$ cat config.mk
export PLATFORM = sky130hd
export DESIGN_NAME = sample_decimator
export DESIGN_NICKNAME = d
export VERILOG_FILES = /design/src/rtl/audio_pkg.sv /design/src/rtl/sample_accumulator.sv /design/src/rtl/sample_decimator.sv
export SDC_FILE = /design/constraint.sdc
export NUM_CORES = 1
export LEC_CHECK = 0
export CAP_MARGIN = 20
export CORE_ASPECT_RATIO = 2
export CORE_MARGIN = 2
export CORE_UTILIZATION = 55
export DETAILED_ROUTE_END_ITERATION = 10
export PLACE_DENSITY = 0.89
export REMOVE_ABC_BUFFERS = 1
export SYNTH_ARGS = -nofsm -noshare
export SYNTH_HDL_FRONTEND = slang
export SYNTH_SLANG_ARGS = --single-unit
$ cat constraint.sdc
create_clock -name clock -period 4.1 [get_ports clock]
set_input_delay 0.82 -clock clock [delete_from_list [all_inputs] [get_ports clock]]
set_output_delay 0.82 -clock clock [all_outputs]
set_load 0.03 [all_outputs]
$ cat src/rtl/audio_pkg.sv
// audio_pkg: shared constants and FSM state encoding for the audio front-end blocks.
//   SAMPLE_W : default ADC sample width in bits
//   state_t  : issue FSM states (IDLE, ISSUE, WAIT_DONE)
package audio_pkg;

    localparam int SAMPLE_W = 12;

    typedef enum logic [1:0] {
        IDLE      = 2'd0,
        ISSUE     = 2'd1,
        WAIT_DONE = 2'd2
    } state_t;

endpackage

$ cat src/rtl/sample_accumulator.sv
// sample_accumulator: boxcar sum of 2^LOG2_RATIO samples, emits one average per group.
//   clock, reset (async, active-low)
//   adc_valid, adc_sample : incoming sample strobe and data
//   avg_valid, avg        : one-cycle average strobe (cycle after the group's last sample)
// Optional macro SAMPLE_ROUND_EN: round half up instead of truncating.
module sample_accumulator #(
    parameter int LOG2_RATIO = 2,
    parameter int SAMPLE_W   = audio_pkg::SAMPLE_W
) (
    input  logic                clock,
    input  logic                reset,
    input  logic                adc_valid,
    input  logic [SAMPLE_W-1:0] adc_sample,
    output logic                avg_valid,
    output logic [SAMPLE_W-1:0] avg
);

    // One guard bit above the full group sum keeps the rounding add from overflowing.
    localparam int ACC_W = SAMPLE_W + LOG2_RATIO + 1;
    localparam int CNT_W = LOG2_RATIO + 1;
`ifdef SAMPLE_ROUND_EN
    localparam int RND = (1 << LOG2_RATIO) >> 1;
`else
    localparam int RND = 0;
`endif

    logic [ACC_W-1:0] acc;
    logic [ACC_W-1:0] sum;
    logic [CNT_W-1:0] count;
    logic             last;

    // The group's last sample is folded in combinationally so it lands in its own sum.
    assign sum  = acc + ACC_W'(adc_sample);
    assign last = count == CNT_W'((1 << LOG2_RATIO) - 1);

    always_ff @(posedge clock or negedge reset) begin
        if (!reset) begin
            acc       <= '0;
            count     <= '0;
            avg_valid <= 1'b0;
            avg       <= '0;
        end else begin
            avg_valid <= adc_valid && last;
            if (adc_valid) begin
                if (last) begin
                    acc   <= '0;
                    count <= '0;
                    avg   <= SAMPLE_W'((sum + ACC_W'(RND)) >> LOG2_RATIO);
                end else begin
                    acc   <= sum;
                    count <= count + CNT_W'(1);
                end
            end
        end
    end

endmodule

$ cat src/rtl/sample_decimator.sv
// sample_decimator: decimates ADC samples by 2^LOG2_RATIO and hands averages downstream
// with a start/done handshake, a one-entry hold register and a sticky overrun flag.
//   clock, reset (async, active-low)
//   adc_valid, adc_sample : incoming samples
//   crush_done            : downstream finished (honoured only in WAIT_DONE)
//   clear_overrun         : synchronous clear of overrun (a new overrun wins)
//   start                 : one-cycle pulse, sample_out valid from this cycle
//   sample_out            : averaged sample, stable until the next start
//   busy                  : high in ISSUE and WAIT_DONE
//   overrun               : sticky, set when an average is dropped
// Optional macro SAMPLE_ROUND_EN (passed to the accumulator): round half up.
module sample_decimator #(
    parameter int LOG2_RATIO = 2,
    parameter int SAMPLE_W   = audio_pkg::SAMPLE_W
) (
    input  logic                clock,
    input  logic                reset,
    input  logic                adc_valid,
    input  logic [SAMPLE_W-1:0] adc_sample,
    input  logic                crush_done,
    input  logic                clear_overrun,
    output logic                start,
    output logic [SAMPLE_W-1:0] sample_out,
    output logic                busy,
    output logic                overrun
);

    import audio_pkg::*;

    state_t              state;
    logic                avg_valid;
    logic [SAMPLE_W-1:0] avg;
    logic [SAMPLE_W-1:0] hold;
    logic                hold_full;
    logic                drop;

    sample_accumulator #(
        .LOG2_RATIO(LOG2_RATIO),
        .SAMPLE_W  (SAMPLE_W)
    ) u_acc (
        .clock     (clock),
        .reset     (reset),
        .adc_valid (adc_valid),
        .adc_sample(adc_sample),
        .avg_valid (avg_valid),
        .avg       (avg)
    );

    assign start = state == ISSUE;
    assign busy  = state != IDLE;
    // A full hold keeps the older average; the newcomer is discarded.
    assign drop  = busy && avg_valid && hold_full;

    always_ff @(posedge clock or negedge reset) begin
        if (!reset) begin
            state      <= IDLE;
            sample_out <= '0;
            hold       <= '0;
            hold_full  <= 1'b0;
            overrun    <= 1'b0;
        end else begin
            case (state)
                IDLE: begin
                    // A fresh average takes priority over the held one.
                    if (avg_valid) begin
                        sample_out <= avg;
                        state      <= ISSUE;
                    end else if (hold_full) begin
                        sample_out <= hold;
                        hold_full  <= 1'b0;
                        state      <= ISSUE;
                    end
                end
                ISSUE:     state <= WAIT_DONE;
                WAIT_DONE: if (crush_done) state <= IDLE;
                default:   state <= IDLE;
            endcase
            if (busy && avg_valid && !hold_full) begin
                hold      <= avg;
                hold_full <= 1'b1;
            end
            overrun <= drop || (overrun && !clear_overrun);
        end
    end

endmodule

## Yosys cells after proc, flatten, opt, wreduce, memory -nomap -nowiden

Index checks and enable logic that the tools add are counted.

- Register bits: 59
- Bits of input ports: 17
- Output and inout bits: 15
- Logic and storage cells: 44

- Add/subtract/negate cells: 2
- Equal/unequal tests: 6
- Multiplexer cells: 11
- Reductions and logical operators: 16

Operators with widths:

| kind | number |
|---|---|
| $mux 12 | 2 |
| $add 15x12->15 | 1 |
| $mux 15 | 1 |
| $reduce_and 2->1 | 4 |
| $mux 2 | 3 |
| $pmux 2 s3 | 1 |
| $reduce_bool 2->1 | 3 |
| $logic_and 1x1->1 | 5 |
| $ne 2x2->1 const B | 2 |
| $add 3x1->3 const B | 1 |
| $eq 3x2->1 const B | 1 |
| $mux 1 | 3 |
| $mux 3 | 1 |
| $ne 3x2->1 const B | 1 |
| $eq 2x1->1 const B | 1 |
| $eq 2x2->1 const B | 1 |
| $logic_not 1->1 | 2 |
| $logic_not 2->1 | 1 |
| $logic_or 1x1->1 | 1 |

## Longest topological paths before layout

Gate-level depths: netlist of run 1.

- Word-level depth: 5
- Gate-level depth with buffers: 9
- Gate-level depth less buffers: 9

## Cells and area by module

Synthesis of run 1 repeated with hierarchy kept, for this count alone.

- Cell total of the unflattened synthesis: 246
- Area, all modules: 3005.4 um^2

By module, submodules not included:

| module | times used | cells an instance | area each (um^2) | sequential area each (um^2) |
|---|---|---|---|---|
| sample_accumulator | 1 | 167 | 1724.2 | 750.7 |
| sample_decimator | 1 | 79 | 1281.2 | 700.7 |

## Worst setup path before layout of run 1

No wires, ideal clock.

- Path kind: input port to flip-flop
- Start: input port adc_sample[0]
- End: register u_acc.acc[12]
- Library setup time: 121 ps
- Arrival time: 2287 ps
- Required time: 3979 ps
- Setup slack: 1692 ps
- Stages on the path: 9
- Buffers on the path: 0
- Cells stage by stage: ha_1 > inv_1 > fa_1 > nor2b_1 > o21ai_0 > a31oi_1 > a21o_1 > o21ai_0 > a22o_1

- Cells in the longest elaborated chain, start to end: 2

RTL lines:

| what | RTL line | source |
|---|---|---|
| start, declared | sample_decimator.sv:19 | `input logic [SAMPLE_W-1:0] adc_sample,` |
| $add 15x12->15 | sample_accumulator.sv:33 | `assign sum = acc + ACC_W'(adc_sample);` |
| $mux 15 | sample_accumulator.sv:45 | `if (last) begin` |
| end signal, assigned | sample_accumulator.sv:50 | `acc <= sum;` |
| end, declared | sample_accumulator.sv:27 | `logic [ACC_W-1:0] acc;` |

Every way passes these cells.
A chain may end at the register's enable or synchronous reset.

## Worst setup path in the final report of run 1

Ends and elaborated chain as after synthesis.

==> results summary, run 1 <==
Input and output buffers added on the ports amount to 31. The fraction of synthesized cell area taken by the top area cell type came out at 49.13%. The number of clock buffers inserted by TritonCTS is 9. TritonCTS built the clock tree. The run finished with clean final reports. After synthesis the cells add up to 2954 um^2. After clock tree synthesis, the flow added hold-fix buffers numbering 0. Counting along the longest clock path gives a buffer depth of 2.

After synthesis, the most frequently instantiated cells are 58 x sky130_fd_sc_hd__dfrtp_1, 23 x sky130_fd_sc_hd__a21oi_1, 21 x sky130_fd_sc_hd__inv_1. The count of distinct cell types in the synthesized netlist is 48. The antenna diode count came out at 0. The layout has 398 filler cells. The dominant cell by count in the synthesized netlist is sky130_fd_sc_hd__dfrtp_1. Counting stages on the worst path, the most repeated cell is sky130_fd_sc_hd__o21ai_0. Dividing the final minimum period by the clock period gives 68.52%. The number of max-cap violations is 0. The register bit total from synthesis is 58.

The routed design has 5.878 mm of wire. The capture instance of the worst register-to-register path is hold[5]. The final HPWL from detailed placement came out at 4.217 mm. The number of gates resized after CTS came out at 0. The cell row count came out at 37. The critical path class is in2reg. CTS built an H-tree with a depth of 3. CTS placed an instance of sky130_fd_sc_hd__clkbuf_8 at the clock tree root.

The average cell area after synthesis came out at 10.22 um^2. Internal power comes to 0.001747 W. The largest individual stage delay along the critical path comes from the cell sky130_fd_sc_hd__clkdlybuf4s50_1. The reported leakage power came out at 1.640 nW. The most frequently used flop master after synthesis is sky130_fd_sc_hd__dfrtp_1. The setup clock skew after layout is 0.007937 ns. The final period demand of the worst path is 2.809 ns. The number of sinks on the clock net came out at 58.

The final-report hold violation count came to 0. At the pin with the least slew margin, the transition time is 0.9688 ns. The overall overflow remaining after global route is 0. The power density over the cells came out at 803.4 nW/um^2. The last weighted congestion value of the routability-driven placer is 0.9191.

The footprint of the multi-input gates came out at 1360 um^2. The final count of pins violating max slew is 0. Sorting the synthesized cells by area gives the leading types as sky130_fd_sc_hd__dfrtp_1 49%, sky130_fd_sc_hd__ha_1 5.5%, sky130_fd_sc_hd__mux2_2 5.0%. After the last flow step, the layout net total stands at 355. The first global-routing pass estimated 10.18 mm of wire. The total core area came out at 5185 um^2. The post-CTS repair timing setup buffer count came out at 0. Setup slack on the worst reg-to-reg path comes out at 1.85 ns. The count of routing violations after the opening detailed-route iteration came out at 80. The number of synthesized flops with an enable pin came out at 0. The min-delay analysis places its worst path in the category in2async. The largest vdd supply drop came out at 564.6 uV. In the synthesized netlist the async set-or-reset flop fraction comes to 100.0%. The fraction of power consumed by combinational cells is 44.9%. The number of cells on the worst reg-to-reg path is 3.

The signal on the critical path passes through clkdlybuf4s50_1 -> ha_1 -> inv_1 -> fa_1 -> nor2b_1 -> o21ai_0 -> a31oi_1 -> a21o_1 -> o21ai_0 -> a22o_1. The via count of the first global-routing pass is 2292. STA classifies the critical path endpoint as a register. The fraction of final layout cells sized beyond drive strength 1 is 13.68%.

The per-cell routed wire length is 15.19 um. The total global-route track usage came out at 22.32%. The clock transition time at the flip-flop clock pins of the worst setup and hold paths came out at 0.07 ns.

The initial standard-cell utilization of the core came out at 56.97%. The switching power of the nets is 0.001093 W. The area taken by flip-flops and latches came out at 1451 um^2. The signal arrival time at the worst endpoint is 3.04 ns. The worst-skew pair later-pin latency is 0.35 ns. Of the total power, the clock network draws 20.4%.

The portion of the post-synthesis area used by sequential elements is 49.13%. The aggregate negative setup slack came out at 0 ns. The count of mapped cells out of synthesis came out at 289. The detail route stage leaves a number of antenna-violating nets equal to 0. For this run, the slowest stage of the critical path takes 0.46 ns. The data required time of the critical path came out at 4.33 ns. The floorplan die area came out at 6009 um^2. The area overhead of the layout relative to synthesis is 19.65%. The final non-filler cell area is 3535 um^2.

The maximum fanout count along the critical path is 3. The setup violation total in the final timing report came out at 0. In this run the critical register-to-register path is launched from u_acc.avg_valid. Setup repair after global routing left no endpoint under its margin. Of the total power, registers draw 34.7%. Net switching is 38.47% of the power.

In this run the count of I/O pins placed on the die edge is 32. The maximum achievable frequency came out at 356.0 MHz. The routed layout has 2190 vias. The iteration count of the initial detailed-routing pass is 4. The pin count of the biggest net entering global routing came out at 36. Summed over all instances, the cell type with the most area after synthesis is sky130_fd_sc_hd__dfrtp_1. The initial antenna violation count came out at 0. In this run the vertical extent of the chip is 107.6 um. The count of yosys warnings during synthesis is 0. The width of the die came out at 55.82 um. The worst setup path is launched from an input pin. The average via count per standard cell came out at 5.659. The worst max-slew margin expressed relative to the limit came out at 35.18%. The placed instance area came out at 3317 um^2.

The number of remaining DRC errors is 0. The worst hold slack is 0.4486 ns.
-- worst max path at each step --
stage	start	endpoint	slack, ns
after global routing	adc_sample[0]	u_acc.acc[12]	1.22
after detailed placement	adc_sample[0]	u_acc.acc[12]	0.98
after CTS	adc_sample[0]	u_acc.acc[12]	1.34
after global placement	adc_sample[0]	u_acc.acc[12]	1.08
after floorplan	adc_sample[0]	u_acc.acc[12]	1.68
final	adc_sample[0]	u_acc.acc[12]	1.29
-- worst max-delay path: cells and delay by family --
| kind | cells | cell delay (ns) |
|---|---|---|
| AOI/OAI and AO/OA | 5 | 0.92 |
| adders and majority gates | 2 | 0.56 |
| buffers and inverters | 2 | 0.51 |
| and+or+nand+nor | 1 | 0.22 |
-- cell type report --
cell class	instances	area share, %
clock buffers	10	3.894
clock inverters	6	2.265
inverters	22	2.336
multi-input cells	196	38.48
flip-flops and latches	58	41.06
well taps	58	2.053
repair buffers	37	9.912
-- through the flow --
stage | util, % | power (W) | instances | setup slack [ns]
floorplan | - | 0.001872 | 276 | 1.676
global placement | 63.97 | 0.002197 | 371 | 1.076
detailed placement | 63.97 | 0.002260 | 371 | 0.9785
CTS | 68.17 | 0.002853 | 387 | 1.343
global route | 68.17 | 0.003040 | 387 | 1.223
finish | 68.17 | 0.002840 | 387 | 1.291
-- placed cells by master, fill, tap and decap left out, types with 3 or more instances in the layout --
cell type and count:
sky130_fd_sc_hd__ha_1 13, sky130_fd_sc_hd__inv_1 21, sky130_fd_sc_hd__buf_4 6, sky130_fd_sc_hd__and3_1 5, sky130_fd_sc_hd__nand2b_1 3, sky130_fd_sc_hd__clkdlybuf4s50_1 30, sky130_fd_sc_hd__xnor2_1 5, sky130_fd_sc_hd__a21oi_1 23
sky130_fd_sc_hd__o22ai_1 10, sky130_fd_sc_hd__xor2_1 3, sky130_fd_sc_hd__a21o_1 4, sky130_fd_sc_hd__o21ai_0 17, sky130_fd_sc_hd__nand2_1 19, sky130_fd_sc_hd__nor2b_1 3, sky130_fd_sc_hd__o21ai_1 5, sky130_fd_sc_hd__clkbuf_8 10
sky130_fd_sc_hd__mux2i_1 14, sky130_fd_sc_hd__nand3_1 8, sky130_fd_sc_hd__nor2_1 20, sky130_fd_sc_hd__clkinv_2 4, sky130_fd_sc_hd__dfrtp_1 58, sky130_fd_sc_hd__mux2_2 13
-- power groups by stage --
stage | Clock [W] | Sequential, W | Combinational, W
3_5_place_dp | 0 | 0.000996 | 0.00126
6_report | 0.000581 | 0.000985 | 0.00127
3_3_place_gp | 0 | 0.000977 | 0.00122
5_1_grt | 0.000608 | 0.00102 | 0.00141
2_1_floorplan | 0 | 0.00108 | 0.000793
4_1_cts | 0.000589 | 0.000988 | 0.00128
-- flip-flops by register name (all words and copies together), names as in the netlist --
name,cells
u_acc.avg,12
hold,12
sample_out,12
u_acc.acc,14
u_acc.avg_valid,1
hold_full,1
overrun,1
u_acc.count,3
state,2
-- routing by layer --
layer  global-route usage [%]  share of wire (%)  vias to the layer above
li1                         -                  -                     1085
met1                    22.53                 39                     1046
met2                    40.65                 55                       47
met3                    4.688                3.6                       12
met4                    14.12                2.5                        0
met5                        0                  0                        -
-- cells by family (layout without fill, tap and decap cells) --
kind of cell | after synthesis | in the layout | share of synthesized area, %
AND/OR/NAND/NOR | 69 | 69 | 11.18
AO/OA/AOI/OAI | 77 | 77 | 16.26
adder cells (fa/ha/maj) | 15 | 15 | 6.523
buffers and inverters | 35 | 75 | 4.829
flip-flops | 58 | 58 | 49.13
XOR/XNOR | 8 | 8 | 2.372
multiplexers | 27 | 27 | 9.699
Note: power is estimated with default switching activity, not from simulation.
==> inputs of run 2 (changes only) <==
CORE_UTILIZATION = 51   (was 55)
PLACE_DENSITY = 0.87   (was 0.89)
clock period = 2.57 ns   (was 4.1 ns; I/O delays follow)
==> run 2 against run 1 <==
Effect of this change:
- combinational power increased by 70%
- sequential share of layout area decreased by 2.2 points
- critical path depth unchanged
- die area increased by 7.4%
- register-to-register slack got worse by 1.5 ns
==> results summary, run 2 (synthesized netlist as in run 1, its figures left out) <==
Clock-pin slew was measured on the worst setup and hold paths at 0.05 ns. The worst register-to-register path ends at u_acc.acc[12]. Counting along the longest clock path gives a buffer depth of 2. The most common library cell in the layout ignoring fill and taps is sky130_fd_sc_hd__dfrtp_1. The floorplan step defined a die boundary enclosing 6454 um^2.

Cells fill 66.05% of the core in the end. The flow ran to the end, and the final reports show no timing, DRC or antenna violations. Setup repair after global routing left no endpoint under its margin.

The actual transition at the worst max-transition pin came out at 0.7501 ns. The placed instances occupy a cell area of 3433 um^2. The number of nets at the end of the flow is 370.

The overall overflow remaining after global route is 0. The largest vdd supply drop is 853.9 uV. Setup violations remaining at the end of the flow were counted as 0. The floorplan has 39 rows. The number of buffers inserted by hold repair at cts is 0. Input and output buffers added on the ports amount to 31.

The worst setup path is of the in2reg kind. The final non-filler cell area came out at 3739 um^2. Based on the critical path, the design can be clocked at up to 403.2 MHz. The setup clock skew after layout came out at 0.004912 ns. For this block, the initial DRC count from the detailed router was 59. The internal reg-to-reg setup slack is 0.39 ns.

The data required time of the critical path is 2.78 ns. The final HPWL from detailed placement came out at 4.409 mm. After filler insertion, the fill cell instance count of the layout stands at 424. Measured in cells, the most critical reg-to-reg path has a length of 9. The total global-route track usage is 21.96%.

The worst-skew pair later-pin latency is 0.33 ns. The initial antenna violation count came out at 0. The sum of routed wire length over all layers came out at 6.104 mm. The congestion estimate from routability-driven global placement came to 0.8776. The final count of pins violating max slew is 0. Leaving out fill and tap cells, the most frequent cells in the layout are 58 x sky130_fd_sc_hd__dfrtp_1, 30 x sky130_fd_sc_hd__clkdlybuf4s50_1, 23 x sky130_fd_sc_hd__a21oi_1. Along the worst path, the maximum fanout reaches 3. The worst max-slew margin expressed relative to the limit came out at 49.66%.

The via count of the first global-routing pass came out at 2449. From left edge to right edge, the die measures 57.82 um. The tree built by TritonCTS fans out to 58 sinks. The pin count of the biggest net entering global routing is 28. In this run the critical register-to-register path is launched from u_acc.acc[0]. The class of the worst hold path is in2async. The power density over the cells is 1315 nW/um^2.

Of the cells placed in the final design, the portion with a size suffix greater than 1 is 17.44%. The post-CTS repair timing setup buffer count is 0. The vias after detailed routing came out at 2332. Ranked by flip-flop count, first place goes to u_acc.acc.

The number of nets with antenna violations after routing is 0. The tightest hold path in the finished design has a slack of 0.08062 ns. The floorplan step defined a core boundary enclosing 5660 um^2. The number of clock buffers inserted by TritonCTS is 9. 0 antenna diodes ended up in the layout. The global-route wire length before repair is 10.79 mm. The H-tree level count came out at 3. Dividing the detail-routed wire length by the instance count gives 15.07 um. The number of max-cap violations is 0. The CTS tree is done.

The average via count per standard cell is 5.758. The chip height came out at 111.6 um. The ratio of final minimum period to clock period is 96.51%. The flip-flop count of the largest register, all copies and words added is 14. The signal arrival time at the worst endpoint came out at 2.69 ns. The count of boundary I/O pins is 32.

The area overhead of the layout relative to synthesis came out at 26.56%. The reported leakage power is 1.749 nW. The iteration count of the initial detailed-routing pass came out at 4. The final-report hold violation count is 0. The category of the worst setup path capture point is a register. The clock root buffer is sky130_fd_sc_hd__clkbuf_16. Post-CTS repair changed the size of 0 cells. The number of remaining DRC errors is 0. After layout, the minimum clock period comes to 2.480 ns. The initial standard-cell utilization of the core is 52.19%.

The design draws 0.004917 W. STA classifies the critical path startpoint as an input pin.
-- run 2: changes by cell type in the layout (fill, tap and decap cells not counted), sizes merged --
| cell | delta |
|---|---|
| clkinvlp | +1 |
| clkinv | -1 |
| bufinv | -1 |
| clkbuf | +1 |
| buf | +15 |
-- run 2: metal layers --
metal | GRT usage, % | part of all wire [%] | wire length [um]
met2 | 36.67 | 55 | 3381
met4 | 13.64 | 3.5 | 214
met3 | 6.156 | 3.6 | 221
met5 | 0 | 0 | 0
met1 | 23.63 | 37 | 2286
-- run 2: worst max path at each step --
stage	from	cells after the start	to	slack, ns
after floorplan	adc_sample[0]	9	u_acc.acc[12]	0.45
final	adc_sample[0]	10	u_acc.acc[12]	0.09
after detailed placement	adc_sample[0]	10	u_acc.acc[12]	-0.20
after global placement	adc_sample[0]	10	u_acc.acc[12]	-0.14
after CTS	adc_sample[0]	10	u_acc.acc[12]	0.15
after global routing	adc_sample[0]	10	u_acc.acc[12]	0.02
-- run 2: area by class of cell --
type	instances	area (um^2)	share of cell area, %
Clock inverter	5	52.55	1.406
Multi-Input combinational cell	196	1360	36.38
Timing Repair Buffer	52	462.9	12.38
Tap cell	61	76.32	2.041
Sequential cell	58	1451	38.82
Inverter	22	82.58	2.209
Clock buffer	11	252.7	6.760
-- run 2: stage by stage --
stage	worst slack, ns	TNS [ns]	std cells
CTS	0.1522	0	405
global route	0.01926	0	405
finish	0.08975	0	405
detailed placement	-0.1987	-1.078	389
global placement	-0.1385	-0.5838	389
floorplan	0.4519	0	276
-- run 2: where the power goes --
| part | internal (W) | switching [W] | leakage, nW |
|---|---|---|---|
| Clock | 0.000796 | 0.000397 | 0.151 |
| Combinational | 0.000988 | 0.00117 | 0.866 |
| Sequential | 0.00132 | 0.000244 | 0.732 |
| Total | 0.00310 | 0.00182 | 1.75 |
-- run 2: critical path, cell delays in order --
cell,delay (ns)
sky130_fd_sc_hd__clkdlybuf4s50_1,0.46
sky130_fd_sc_hd__ha_1,0.16
sky130_fd_sc_hd__inv_1,0.06
sky130_fd_sc_hd__fa_1,0.38
sky130_fd_sc_hd__nor2b_1,0.15
sky130_fd_sc_hd__o21ai_0,0.16
sky130_fd_sc_hd__a31oi_1,0.29
sky130_fd_sc_hd__a21o_1,0.21
sky130_fd_sc_hd__o21ai_0,0.10
sky130_fd_sc_hd__a22o_1,0.21
